`src/rtl/sfx_player_if.sv`:
```
// sfx_player_if: groups the trigger, frame-timing and audio status signals of
// the sound-effect player. The master side drives triggers and frame_end; the
// slave side (the player) returns the audio bit and playback status.
interface sfx_player_if;
    logic       frame_end;
    logic       eat_sound;
    logic       hit_sound;
    logic       die_sound;
    logic       sound_out;
    logic       busy;
    logic [1:0] sfx_id;

    modport master (
        output frame_end, eat_sound, hit_sound, die_sound,
        input  sound_out, busy, sfx_id
    );

    modport slave (
        input  frame_end, eat_sound, hit_sound, die_sound,
        output sound_out, busy, sfx_id
    );
endinterface

```
`src/rtl/sfx_player.sv`:
```
// sfx_player: plays one of three fixed 4-note square-wave effects (EAT, HIT,
// DIE). Note pitch is a half-period in clk cycles; note length is counted in
// video frames (frame_end pulses). A half-period of zero is a rest.
// Optional feature macro: SFX_PREEMPT_EN -- when defined, a trigger of strictly
// higher priority than the playing effect restarts playback with the new
// effect; when undefined, triggers are ignored while an effect plays.
module sfx_player #(
    parameter int NOTE_W = 16,
    parameter int DUR_W  = 4
) (
    input  logic         clk,
    input  logic         reset,
    sfx_player_if.slave  bus
);

    typedef enum logic {IDLE = 1'b0, PLAY = 1'b1} state_t;

    state_t              state_q, state_d;
    logic [1:0]          note_q, note_d;
    logic [1:0]          id_q, id_d;
    logic [DUR_W-1:0]    frame_q, frame_d;
    logic [NOTE_W-1:0]   cnt_q, cnt_d;
    logic                snd_q, snd_d;

    logic [1:0]          trig_id;
    logic [NOTE_W-1:0]   period;
    logic [DUR_W-1:0]    frame_inc;
    logic                note_over;
    logic                done;
    logic                preempt;
    logic                accept;

    // Half-period table, in clk cycles; zero marks a rest.
    function automatic logic [NOTE_W-1:0] half_period(input logic [1:0] id,
                                                       input logic [1:0] note);
        logic [15:0] p;
        case (id)
            2'd1: begin
                case (note)
                    2'd0:    p = 16'h3000;
                    2'd1:    p = 16'h2800;
                    2'd2:    p = 16'h2000;
                    default: p = 16'h1800;
                endcase
            end
            2'd2:    p = note[0] ? 16'h0000 : 16'h1000;
            2'd3: begin
                case (note)
                    2'd0:    p = 16'h4000;
                    2'd1:    p = 16'h5000;
                    2'd2:    p = 16'h6000;
                    default: p = 16'h8000;
                endcase
            end
            default: p = 16'h0000;
        endcase
        return NOTE_W'(p);
    endfunction

    // Counter value loaded at the start of a note (P-1, or 0 for a rest).
    function automatic logic [NOTE_W-1:0] reload(input logic [1:0] id,
                                                  input logic [1:0] note);
        logic [NOTE_W-1:0] p;
        p = half_period(id, note);
        return (p == '0) ? '0 : p - NOTE_W'(1);
    endfunction

    // Frames per note for each effect.
    function automatic logic [DUR_W-1:0] duration(input logic [1:0] id);
        logic [3:0] d;
        case (id)
            2'd1:    d = 4'd4;
            2'd2:    d = 4'd2;
            2'd3:    d = 4'd8;
            default: d = 4'd0;
        endcase
        return DUR_W'(d);
    endfunction

    // Next-state logic: trigger arbitration, frame counting and tone generation.
    always_comb begin
        trig_id   = bus.die_sound ? 2'd3 :
                    bus.hit_sound ? 2'd2 :
                    bus.eat_sound ? 2'd1 : 2'd0;
        period    = half_period(id_q, note_q);
        frame_inc = frame_q + DUR_W'(1);
        note_over = (state_q == PLAY) && bus.frame_end && (frame_inc == duration(id_q));
        done      = note_over && (note_q == 2'd3);
`ifdef SFX_PREEMPT_EN
        preempt   = (state_q == PLAY) && (trig_id > id_q);
`else
        preempt   = 1'b0;
`endif
        // The completing cycle counts as free, so a trigger there is not lost.
        accept    = (trig_id != 2'd0) && ((state_q == IDLE) || done || preempt);

        state_d = state_q;
        note_d  = note_q;
        id_d    = id_q;
        frame_d = frame_q;
        cnt_d   = cnt_q;
        snd_d   = snd_q;

        if (accept) begin
            // A coincident frame_end is deliberately not counted here.
            state_d = PLAY;
            id_d    = trig_id;
            note_d  = 2'd0;
            frame_d = '0;
            snd_d   = 1'b0;
            cnt_d   = reload(trig_id, 2'd0);
        end else if (state_q == PLAY) begin
            if (note_over) begin
                frame_d = '0;
                snd_d   = 1'b0;
                if (done) begin
                    state_d = IDLE;
                    id_d    = 2'd0;
                    note_d  = 2'd0;
                    cnt_d   = '0;
                end else begin
                    note_d = note_q + 2'd1;
                    cnt_d  = reload(id_q, note_q + 2'd1);
                end
            end else begin
                if (bus.frame_end) begin
                    frame_d = frame_inc;
                end
                if (period == '0) begin
                    snd_d = 1'b0;
                end else if (cnt_q == '0) begin
                    snd_d = ~snd_q;
                    cnt_d = period - NOTE_W'(1);
                end else begin
                    cnt_d = cnt_q - NOTE_W'(1);
                end
            end
        end
    end

    // Player state register; reset forces silence and IDLE immediately.
    always_ff @(posedge clk or posedge reset) begin
        if (reset) begin
            state_q <= IDLE;
            note_q  <= 2'd0;
            id_q    <= 2'd0;
            frame_q <= '0;
            cnt_q   <= '0;
            snd_q   <= 1'b0;
        end else begin
            state_q <= state_d;
            note_q  <= note_d;
            id_q    <= id_d;
            frame_q <= frame_d;
            cnt_q   <= cnt_d;
            snd_q   <= snd_d;
        end
    end

    assign bus.sound_out = snd_q;
    assign bus.busy      = (state_q == PLAY);
    assign bus.sfx_id    = id_q;

endmodule

```
`src/flat_wrapper.sv`:
```
// flat-port wrapper written by rule: the top's interface ports become plain ports
module sfx_player_flat 
#(
    parameter int NOTE_W = 16,
    parameter int DUR_W  = 4
)
  (clk, reset, bus_frame_end, bus_eat_sound, bus_hit_sound, bus_die_sound, bus_sound_out, bus_busy, bus_sfx_id);
  sfx_player_if bus_i ();
  input  logic clk;
  input  logic reset;
  input wire logic [$bits(bus_i.frame_end)-1:0] bus_frame_end;
  input wire logic [$bits(bus_i.eat_sound)-1:0] bus_eat_sound;
  input wire logic [$bits(bus_i.hit_sound)-1:0] bus_hit_sound;
  input wire logic [$bits(bus_i.die_sound)-1:0] bus_die_sound;
  output wire logic [$bits(bus_i.sound_out)-1:0] bus_sound_out;
  output wire logic [$bits(bus_i.busy)-1:0] bus_busy;
  output wire logic [$bits(bus_i.sfx_id)-1:0] bus_sfx_id;
  assign bus_i.frame_end = bus_frame_end;
  assign bus_i.eat_sound = bus_eat_sound;
  assign bus_i.hit_sound = bus_hit_sound;
  assign bus_i.die_sound = bus_die_sound;
  assign bus_sound_out = bus_i.sound_out;
  assign bus_busy = bus_i.busy;
  assign bus_sfx_id = bus_i.sfx_id;
  sfx_player #(.NOTE_W(NOTE_W), .DUR_W(DUR_W)) u_core (.clk(clk), .reset(reset), .bus(bus_i));
endmodule
```
`config.mk`:
```
export PLATFORM = sky130hd
export DESIGN_NAME = sfx_player_flat
export DESIGN_NICKNAME = d
export VERILOG_FILES = /design/src/rtl/sfx_player_if.sv /design/src/rtl/sfx_player.sv /design/src/flat_wrapper.sv
export SDC_FILE = /design/constraint.sdc
export NUM_CORES = 1
export LEC_CHECK = 0
export ABC_AREA = 1
export BUFFER_PORTS_ARGS = -buffer_cell sky130_fd_sc_hd__clkbuf_2
export CAP_MARGIN = 20
export CORE_MARGIN = 3
export CORE_UTILIZATION = 45
export DETAILED_ROUTE_END_ITERATION = 8
export PLACE_DENSITY = 0.72
export RECOVER_POWER = 50
export SLEW_MARGIN = 20
export SYNTH_ARGS = -nofsm -noshare
export SYNTH_HDL_FRONTEND = slang
export SYNTH_SLANG_ARGS = --single-unit
```
`constraint.sdc`:
```
create_clock -name clk -period 3 [get_ports clk]
set_input_delay 0.3 -clock clk [delete_from_list [all_inputs] [get_ports clk]]
set_output_delay 0.3 -clock clk [all_outputs]
set_load 0.02 [all_outputs]
```
==> results.py, run 1 <==
metrics = {
    "finish": {
        "num_antenna_cells": 0,
        "stdcell_count": 366,
        "register_area_um2": 651,
        "num-fill-cells": 425,
        "nets": 333,
        "final_cell_area_um2": 2180,
        "syn_to_final_growth_pct": 6.66,
        "drive_gt1_share_pct": 9.81,
        "multiInputGateArea_um2": 1210,
    },
    "clock_network": {
        "path_clk_slew_ns": 0.09,
        "cts_resized": 0,
        "post-cts-setup-buffer-count": 0,
        "clockBufferDepth": 2,
        "numClockSinks": 26,
        "clock-root-buffer": "clkbuf_8",
        "clock_latency_ns": 0.28,
        "cts_tree": "done",
        "ctsHoldBuffers": 0,
        "cts_made_buffers": 3,
        "htreeDepth": 1,
    },
    "timing": {
        "tightest_slew_ns": 1.00,
        "post-route-min-period_ns": 2.46,
        "slew_violations": 0,
        "fmax_mhz": 406,
        "hold_viol": 0,
        "tns_ns": 0,
        "hold_slack_ns": 0.0963,
        "rsz0062_at_grt": "no",
        "relSlewSlack_pct": 32.9,
        "fin_crit_sh_pct": 82.0,
        "fin_skew_ns": 0.00289,
        "finalSetupViolations": 0,
    },
    "synthesis": {
        "syn-cell-area_um2": 2050,
        "synth_top_cell_area_share_pct": 31.8,
        "synth_xor_area_share_pct": 3.85,
        "syn-instance-count": 308,
        "synth_compound_area_share_pct": 10.7,
        "synthAdderAreaFrac_pct": 6.11,
        "yosys.area.top_type": "dfrtp_1",
        "syn_nets": 324,
        "synthTopCellsByArea": "dfrtp_1 32%, nand2_1 18%, nor2_1 7.0%",
        "synth_cell_type_count": 28,
        "synth-seq-cells": 26,
        "synth_mux_area_share_pct": 0,
        "ys.warnings.count": 0,
        "avgSynthCellArea_um2": 6.65,
        "synth_top_family_by_area": "simple AND/OR/NAND/NOR gates",
        "synth_seq_area_share_pct": 31.8,
        "yosys.area_share.simple_pct": 38.5,
    },
    "routing": {
        "firstDrtPassIters": 4,
        "drtIter0Drc": 106,
        "drt-total-wl_um": 4670,
        "drt.antenna.violating_nets": 0,
        "wl_per_cell_um": 12.7,
        "via_per_inst": 5.16,
        "vias": 1890,
        "drc": 0,
    },
    "pwr": {
        "max-vdd-ir-drop_mv": 0.500,
        "p_per_area_nw_per_um2": 1160,
        "p_leak_nw": 1.12,
    },
    "place": {
        "hpwl_um": 3420,
        "io_buffers": 9,
        "placed_cell_area_um2": 2110,
        "place.gp.congestion": 0.917,
        "place_inst": 362,
    },
    "global_route": {
        "track_usage_pct": 18.9,
        "overflow": 0,
        "antenna_found_initial": 0,
        "grt_pass1_wl_um": 8030,
        "grt_pass1_vias": 1764,
        "grt_max_degree": 27,
    },
    "worst_setup_path": {
        "crit_family": "simple AND/OR/NAND/NOR gates",
        "startpoint_type": "register",
        "path_cells": "inv_1 -> ha_1 -> inv_1 -> nand2_1 -> nand3_1 -> nand2_1 -> inv_1 -> ha_1 -> nand3_1 -> inv_1 -> nor2_1 -> nand2_1 -> nand2_1 -> o21ai_0 -> o21ai_0",
        "slowest_delay_ns": 0.45,
        "crit_buf_inv": 4,
        "cp_slowest_cell": "dfrtp_1",
        "end_kind": "register",
        "crit_type": "reg2reg",
        "required_ns": 3.15,
        "critical_path_arrival_ns": 2.61,
        "crit_fanout": 11,
    },
    "die": {
        "pin_count": 10,
        "rows": 23,
        "dieArea_um2": 5390,
        "die_w_um": 73.4,
        "initial_core_util_pct": 48.7,
        "coreArea_um2": 4200,
        "fp.dieH_um": 73.4,
    },
    "flow_run": {
        "cap_violations": 0,
    },
    "min_path": {
        "hp-class": "in2async",
    },
    "status": {
        "status": "complete, no violations",
    },
}
registers in the layout (all words and copies together) (netlist names):
signal                flops
u_core.bus.sfx_id         2
u_core.frame_q            4
u_core.note_q             2
u_core.bus.busy           1
u_core.cnt_q             16
u_core.bus.sound_out      1
per-stage QoR:
step	power, mW	util, %	worst slack [ns]
final	2.53	52.0	0.540
after global routing	2.83	52.0	0.257
after CTS	2.53	52.0	0.546
after detailed placement	2.22	50.3	0.586
after global placement	2.18	50.3	0.683
after floorplan	1.95	-	0.876
cells in the mapped netlist:
library cell,instances
nand2_1,96
nor2_1,38
inv_1,33
o21ai_0,28
nand3_1,27
dfrtp_1,26
ha_1,10
a21oi_1,6
xor2_1,6
nand2_2,5
nand4_1,5
inv_2,4
nor2_2,3
xnor2_1,3
a21oi_4,2
buf_2,2
buf_6,2
nand3_2,2
a22o_1,1
buf_4,1
inv_4,1
nand3b_1,1
nand4_2,1
nor2_4,1
nor3_1,1
o31ai_1,1
or2_1,1
or2_2,1
final cells by class:
cell class,instances,area share [%]
clock buffer,3,1.89
clock inverter,1,1.38
inverter,38,6.65
multi-input combinational,239,55.5
sequential,26,29.8
tap,50,2.87
timing repair buffer,9,1.95
power breakdown:
group	switching, mW	internal [mW]
Sequential	0.172	0.521
Combinational	1.02	0.521
Clock	0.118	0.179
per-layer routing:
metal	routed length [um]	global-route usage, %	vias up
met4	60	5.43	0
met1	2410	26.8	864
met3	147	2.33	5
met2	2050	30.2	27
met5	0	0	-
li1	-	-	994
cell usage in the layout, fill, tap and decap left out, drive strengths merged, types with 2 or more instances in the layout:
cell	count
or2	2
nand2	101
xor2	6
nand4	6
a21oi	8
o21ai	28
ha	10
dfrtp	26
clkbuf	12
nand3	29
inv	37
xnor2	3
nor2	42
logic make-up (layout without fill, tap and decap cells):
| family | Yosys count | after routing |
|---|---|---|
| buffers and inverters | 43 | 51 |
| xor gates and xnor gates | 9 | 9 |
| and+or+nand+nor | 182 | 182 |
| DFF | 26 | 26 |
| adders and majority gates | 10 | 10 |
| AOI/OAI and AO/OA | 38 | 38 |
path summary, 6_finish.rpt:
kind | startpoint | end | slack (ns) | depth (start not counted)
min in group clk | bus_hit_sound | u_core.bus.sfx_id[1] | 0.32 | 3
max reg2reg | u_core.note_q[0] | u_core.cnt_q[0] | 0.54 | 15
min reg2reg | u_core.cnt_q[15] | u_core.cnt_q[15] | 0.51 | 2
min | reset | u_core.frame_q[2] | 0.1 | 2
max | u_core.note_q[0] | u_core.cnt_q[0] | 0.54 | 15
max in group asynchronous | reset | u_core.cnt_q[6] | 2.44 | 2
No activity file was read; power rests on OpenSTA's default activity.
==> run 2: changes to the inputs <==
--- a/config.mk
+++ b/config.mk
@@ -11,7 +11,7 @@
 export CORE_MARGIN = 3
 export CORE_UTILIZATION = 45
 export DETAILED_ROUTE_END_ITERATION = 8
-export PLACE_DENSITY = 0.72
+export PLACE_DENSITY = 0.74
 export RECOVER_POWER = 50
 export SLEW_MARGIN = 20
 export SYNTH_ARGS = -nofsm -noshare
==> constraint.sdc (replaced) <==
create_clock -name clk -period 2.2 [get_ports clk]
set_input_delay 0.22 -clock clk [delete_from_list [all_inputs] [get_ports clk]]
set_output_delay 0.22 -clock clk [all_outputs]
set_load 0.02 [all_outputs]
==> results.py, run 2 (synthesis results as in run 1) <==
metrics = {
    "finish": {
        "nets": 347,
        "stdcell_count": 380,
        "multiInputGateArea_um2": 1250,
        "syn_to_final_growth_pct": 13.6,
        "drive_gt1_share_pct": 15.2,
        "reg.largest.list": "u_core.cnt_q x16, u_core.frame_q x4",
        "num_antenna_cells": 0,
        "register_area_um2": 651,
        "max_flop_register": "u_core.cnt_q",
        "layout_commonest_cell": "nand2_1",
        "num-fill-cells": 408,
        "largest_reg_flops": 16,
        "mostFrequentLayoutCells": "93 x nand2_1, 37 x nor2_1, 31 x inv_1, 27 x nand3_1, 27 x o21ai_0",
    },
    "timing": {
        "hold_slack_ns": 0.246,
        "slew_violations": 0,
        "fin_crit_sh_pct": 91.7,
        "fmax_mhz": 496,
        "tns_ns": 0,
        "hold_viol": 0,
        "setup_slack_ns": 0.183,
        "finalSetupViolations": 0,
        "tightest_slew_ns": 1.44,
        "relSlewSlack_pct": 4.24,
        "rsz0062_at_grt": "no",
        "fin_skew_ns": 0.00889,
        "post-route-min-period_ns": 2.02,
    },
    "die": {
        "die_w_um": 73.4,
        "coreArea_um2": 4200,
        "pin_count": 10,
        "dieArea_um2": 5390,
        "rows": 23,
        "fp.dieH_um": 73.4,
        "initial_core_util_pct": 48.7,
    },
    "global_route": {
        "overflow": 0,
        "grt_pass1_wl_um": 8100,
        "track_usage_pct": 18.7,
        "grt_pass1_vias": 1769,
        "antenna_found_initial": 0,
        "grt_max_degree": 27,
    },
    "worst_setup_path": {
        "regToRegStartpoint": "u_core.frame_q[0]",
        "cp-startpoint": "u_core.frame_q[0]",
        "end_kind": "register",
        "startpoint_type": "register",
        "crit_fanout": 6,
        "crit_type": "reg2reg",
        "required_ns": 2.35,
        "critical_path_arrival_ns": 2.17,
    },
    "clock_network": {
        "htreeDepth": 1,
        "cts_made_buffers": 3,
        "clock-root-buffer": "clkbuf_8",
        "cts_tree": "done",
        "numClockSinks": 26,
        "clockBufferDepth": 2,
        "post-cts-setup-buffer-count": 0,
        "path_clk_slew_ns": 0.09,
        "clock_latency_ns": 0.28,
    },
    "pwr": {
        "max-vdd-ir-drop_mv": 0.747,
        "p_per_area_nw_per_um2": 1570,
        "p_total_mw": 3.64,
        "p_leak_nw": 1.19,
    },
    "place": {
        "place_inst": 375,
        "pre_cts_slack_ns": 0.0155,
        "hpwl_um": 3460,
        "place.gp.congestion": 0.925,
        "io_buffers": 9,
    },
    "routing": {
        "vias": 2016,
        "wl_per_cell_um": 12.1,
        "firstDrtPassIters": 4,
        "drt.antenna.violating_nets": 0,
        "drtIter0Drc": 156,
        "drc": 0,
        "via_per_inst": 5.31,
        "drt-total-wl_um": 4600,
    },
    "min_path": {
        "hp-start": "bus_die_sound",
        "hp-class": "in2reg",
    },
    "flow_run": {
        "cap_violations": 0,
    },
    "status": {
        "status": "complete, no violations",
    },
}
==> run 2: path summary, 6_finish.rpt <==
kind / endpoint / slack (ns) / cells after the start
max: u_core.frame_q[3] / 0.18 / 11
min: u_core.bus.sfx_id[1] / 0.25 / 3
max reg2reg: u_core.frame_q[3] / 0.18 / 11
min reg2reg: u_core.cnt_q[12] / 0.52 / 2
max in group asynchronous: u_core.cnt_q[10] / 0.41 / 4
min in group asynchronous: u_core.cnt_q[2] / 0.95 / 4
==> run 2: timing repair <==
action / in CTS / in global routing
endpoints found under the hold margin: 26 / 0
cloned: 0 / 0
endpoints found under the setup margin: 1 / 16
hold buffers: 1 / 0
gates resized for setup: 1 / 10
==> run 2: report_power, final <==
group	switching (mW)	internal [mW]	total, mW
Clock	0.162	0.244	0.406
Combinational	1.45	0.852	2.30
Sequential	0.221	0.710	0.931
Total	1.83	1.81	3.64
==> run 2: stage by stage <==
step	cell area [um2]	utilization, %
6_report	2320	55.3
5_1_grt	2320	55.3
4_1_cts	2300	54.6
3_5_place_dp	2210	52.7
3_3_place_gp	2210	52.7
2_1_floorplan	2050	-
==> run 2: area by class of cell <==
cell class | count | area share [%]
Multi-Input combinational cell | 239 | 53.7
Sequential cell | 26 | 28.0
Timing Repair Buffer | 23 | 6.30
Inverter | 38 | 6.24
Tap cell | 50 | 2.69
Clock buffer | 3 | 1.78
Clock inverter | 1 | 1.29
==> run 2: critical path, stage by stage, from the launching register on <==
cell and delay [ns]:
dfrtp_1 0.43, ha_1 0.32, inv_1 0.06, nand2_1 0.06
nand3_1 0.07, nor2_2 0.17, nand4_2 0.10, nand2_2 0.16
nand2_2 0.16, buf_4 0.19, nand2_1 0.07, o21ai_0 0.09
==> run 2: per-layer routing <==
metal | share of wire (%) | GRT usage, % | vias to the layer above
met4 | 1.1 | 5.23 | 0
li1 | - | - | 1022
met1 | 49 | 27.8 | 932
met5 | 0 | 0 | -
met2 | 44 | 28.6 | 57
met3 | 5.3 | 2.19 | 5
==> run 3: changes to the inputs <==
--- a/config.mk
+++ b/config.mk
@@ -13,6 +13,7 @@
 export DETAILED_ROUTE_END_ITERATION = 8
 export PLACE_DENSITY = 0.74
 export RECOVER_POWER = 50
+export SETUP_SLACK_MARGIN = 0.1
 export SLEW_MARGIN = 20
 export SYNTH_ARGS = -nofsm -noshare
 export SYNTH_HDL_FRONTEND = slang
==> constraint.sdc (replaced) <==
create_clock -name clk -period 1.8 [get_ports clk]
set_input_delay 0.09 -clock clk [delete_from_list [all_inputs] [get_ports clk]]
set_output_delay 0.09 -clock clk [all_outputs]
set_load 0.02 [all_outputs]
==> results.py, run 3 (synthesis results as in run 1) <==
metrics = {
    "finish": {
        "multiInputGateArea_um2": 1460,
        "register_area_um2": 654,
        "final_cell_area_um2": 2940,
        "layout_commonest_cell": "nand2_1",
        "num_antenna_cells": 0,
        "largest_reg_flops": 16,
        "reg.largest.list": "u_core.cnt_q x16, u_core.frame_q x4",
        "nets": 398,
        "num-fill-cells": 294,
        "drive_gt1_share_pct": 42.0,
        "syn_to_final_growth_pct": 43.8,
        "stdcell_count": 431,
        "mostFrequentLayoutCells": "78 x nand2_1, 55 x buf_4, 31 x nor2_1, 24 x inv_1, 23 x dfrtp_1",
        "max_flop_register": "u_core.cnt_q",
    },
    "global_route": {
        "use_met1_pct": 32.5,
        "track_usage_pct": 25.5,
        "antenna_found_initial": 0,
        "overflow": 0,
        "grt_pass1_vias": 2310,
        "grt_use_met3_pct": 4.38,
        "met2_usage_pct": 41.1,
        "grt_most_used_layer": "met2",
        "grt_max_degree": 27,
        "grt_pass1_wl_um": 10600,
    },
    "pwr": {
        "p_clk_share_pct": 6.4,
        "p_int_mw": 3.15,
        "power_frac_comb_pct": 75.9,
        "p_leak_nw": 1.49,
        "max-vdd-ir-drop_mv": 1.16,
        "seqPwrFrac_pct": 17.7,
        "p_sw_mw": 3.03,
        "p_per_area_nw_per_um2": 2100,
        "swShare_pct": 49.0,
    },
    "place": {
        "place_inst": 415,
        "placed_cell_area_um2": 2530,
        "hpwl_um": 3990,
        "place.gp.congestion": 0.961,
        "pre_cts_slack_ns": -0.183,
        "io_buffers": 9,
    },
    "worst_setup_path": {
        "rrSetupSlack_ns": -0.22,
        "critical_path_arrival_ns": 2.25,
        "regToRegStartpoint": "u_core.note_q[1]",
        "cp_slowest_cell": "dfrtp_1",
        "required_ns": 2.03,
        "crit_type": "reg2reg",
        "path_cells": "inv_2 -> ha_4 -> inv_2 -> nand2_2 -> nand3_2 -> nand2_2 -> inv_2 -> ha_4 -> nand3_2 -> inv_1 -> nor2_1 -> nand2_1 -> buf_6 -> nor2_2 -> nor2_1 -> nand2_1 -> nand3_1 -> nand2_1",
        "crit_buf_inv": 5,
        "slowest_delay_ns": 0.37,
        "crit_family": "simple AND/OR/NAND/NOR gates",
        "startpoint_type": "register",
        "reg2reg_depth": 18,
        "crit_fanout": 3,
        "r2r-end": "u_core.cnt_q[12]",
        "end_kind": "register",
    },
    "timing": {
        "relSlewSlack_pct": 56.6,
        "finalSetupViolations": 23,
        "fmax_mhz": 495,
        "post-route-min-period_ns": 2.02,
        "hold_slack_ns": 0.105,
        "slew_violations": 0,
        "setup_slack_ns": -0.221,
        "hold_viol": 0,
        "fin_skew_ns": 0.00298,
        "fin_crit_sh_pct": 112,
        "rsz0062_at_grt": "yes",
        "tightest_slew_ns": 0.651,
    },
    "clock_network": {
        "clock-root-buffer": "clkbuf_8",
        "htreeDepth": 1,
        "cts_made_buffers": 3,
        "cts_tree": "done",
        "clock_latency_ns": 0.28,
        "numClockSinks": 26,
        "clockBufferDepth": 2,
        "path_clk_slew_ns": 0.09,
    },
    "min_path": {
        "hold-path-cell-count": 3,
        "min_to": "u_core.bus.sfx_id[1]",
        "hp-class": "in2reg",
        "hp-start": "bus_die_sound",
    },
    "die": {
        "pin_count": 10,
        "fp.dieH_um": 73.4,
        "die_w_um": 73.4,
        "initial_core_util_pct": 48.7,
        "dieArea_um2": 5390,
        "coreArea_um2": 4200,
        "rows": 23,
    },
    "status": {
        "violations": "negative setup slack",
        "status": "finished, violations left",
    },
    "routing": {
        "wl_per_cell_um": 14.7,
        "vias": 2338,
        "drtIter0Drc": 203,
        "firstDrtPassIters": 5,
        "drt.antenna.violating_nets": 0,
        "drc": 0,
        "via_per_inst": 5.42,
        "drt-total-wl_um": 6330,
    },
    "flow_run": {
        "cap_violations": 0,
    },
}
run 3: cell types whose count changed in the layout (fill, tap and decap cells not counted), moves of 7 or more:
cell     before  now
buf_4        12   55
buf_6         0    7
inv_1        31   24
nand2_1      93   78
nand2_2       6   16
o21ai_0      27    8
o21ai_2       0   13
run 3: layer usage:
layer | up-vias | share of wire, %
met3 | 37 | 6.4
met1 | 1068 | 42
met5 | - | 0
met2 | 103 | 47
li1 | 1130 | -
met4 | 0 | 4.8
run 3: worst max path at each step:
stage	start	to	slack, ns	cells past startpoint
floorplan	u_core.note_q[0]	u_core.cnt_q[0]	-0.14	16
global placement	u_core.note_q[1]	u_core.cnt_q[14]	-0.15	18
detailed placement	u_core.note_q[1]	u_core.cnt_q[0]	-0.18	16
CTS	u_core.note_q[0]	u_core.cnt_q[12]	-0.12	18
global route	u_core.note_q[0]	u_core.cnt_q[13]	-0.36	18
finish	u_core.note_q[1]	u_core.cnt_q[12]	-0.22	18
run 3: through the flow:
stage	setup TNS (ns)	util, %	total power [mW]
floorplan	-1.71	-	3.37
global placement	-1.59	60.3	4.46
detailed placement	-2.32	60.3	4.58
CTS	-1.27	68.2	5.71
global route	-5.71	70.1	6.72
finish	-3.06	70.1	6.18
run 3: final cells by class:
type	instances	share of cell area [%]
multi-input combinational	239	49.4
sequential	26	22.2
timing repair buffer	74	19.3
inverter	38	5.10
tap	50	2.12
clock buffer	4	1.87
run 3: timing repair:
action | in CTS | in global routing
buffers inserted | 11 | 1
pin swaps | 42 | 11
endpoints found under the hold margin | 26 | 0
endpoints found under the setup margin | 25 | 26
hold buffers | 1 | 0
resized for setup | 59 | 25
run 3: worst min-delay path: stages:
cell and delay, ns:
clkbuf_2 0.08, nor2_1 0.06, o21ai_1 0.12
run 3: power groups by stage:
stage	Sequential [mW]	Clock, mW	Combinational (mW)
2_1_floorplan	1.15	0	2.22
3_3_place_gp	1.06	0	3.40
3_5_place_dp	1.07	0	3.51
4_1_cts	1.08	0.408	4.23
5_1_grt	1.13	0.421	5.18
6_report	1.09	0.397	4.68
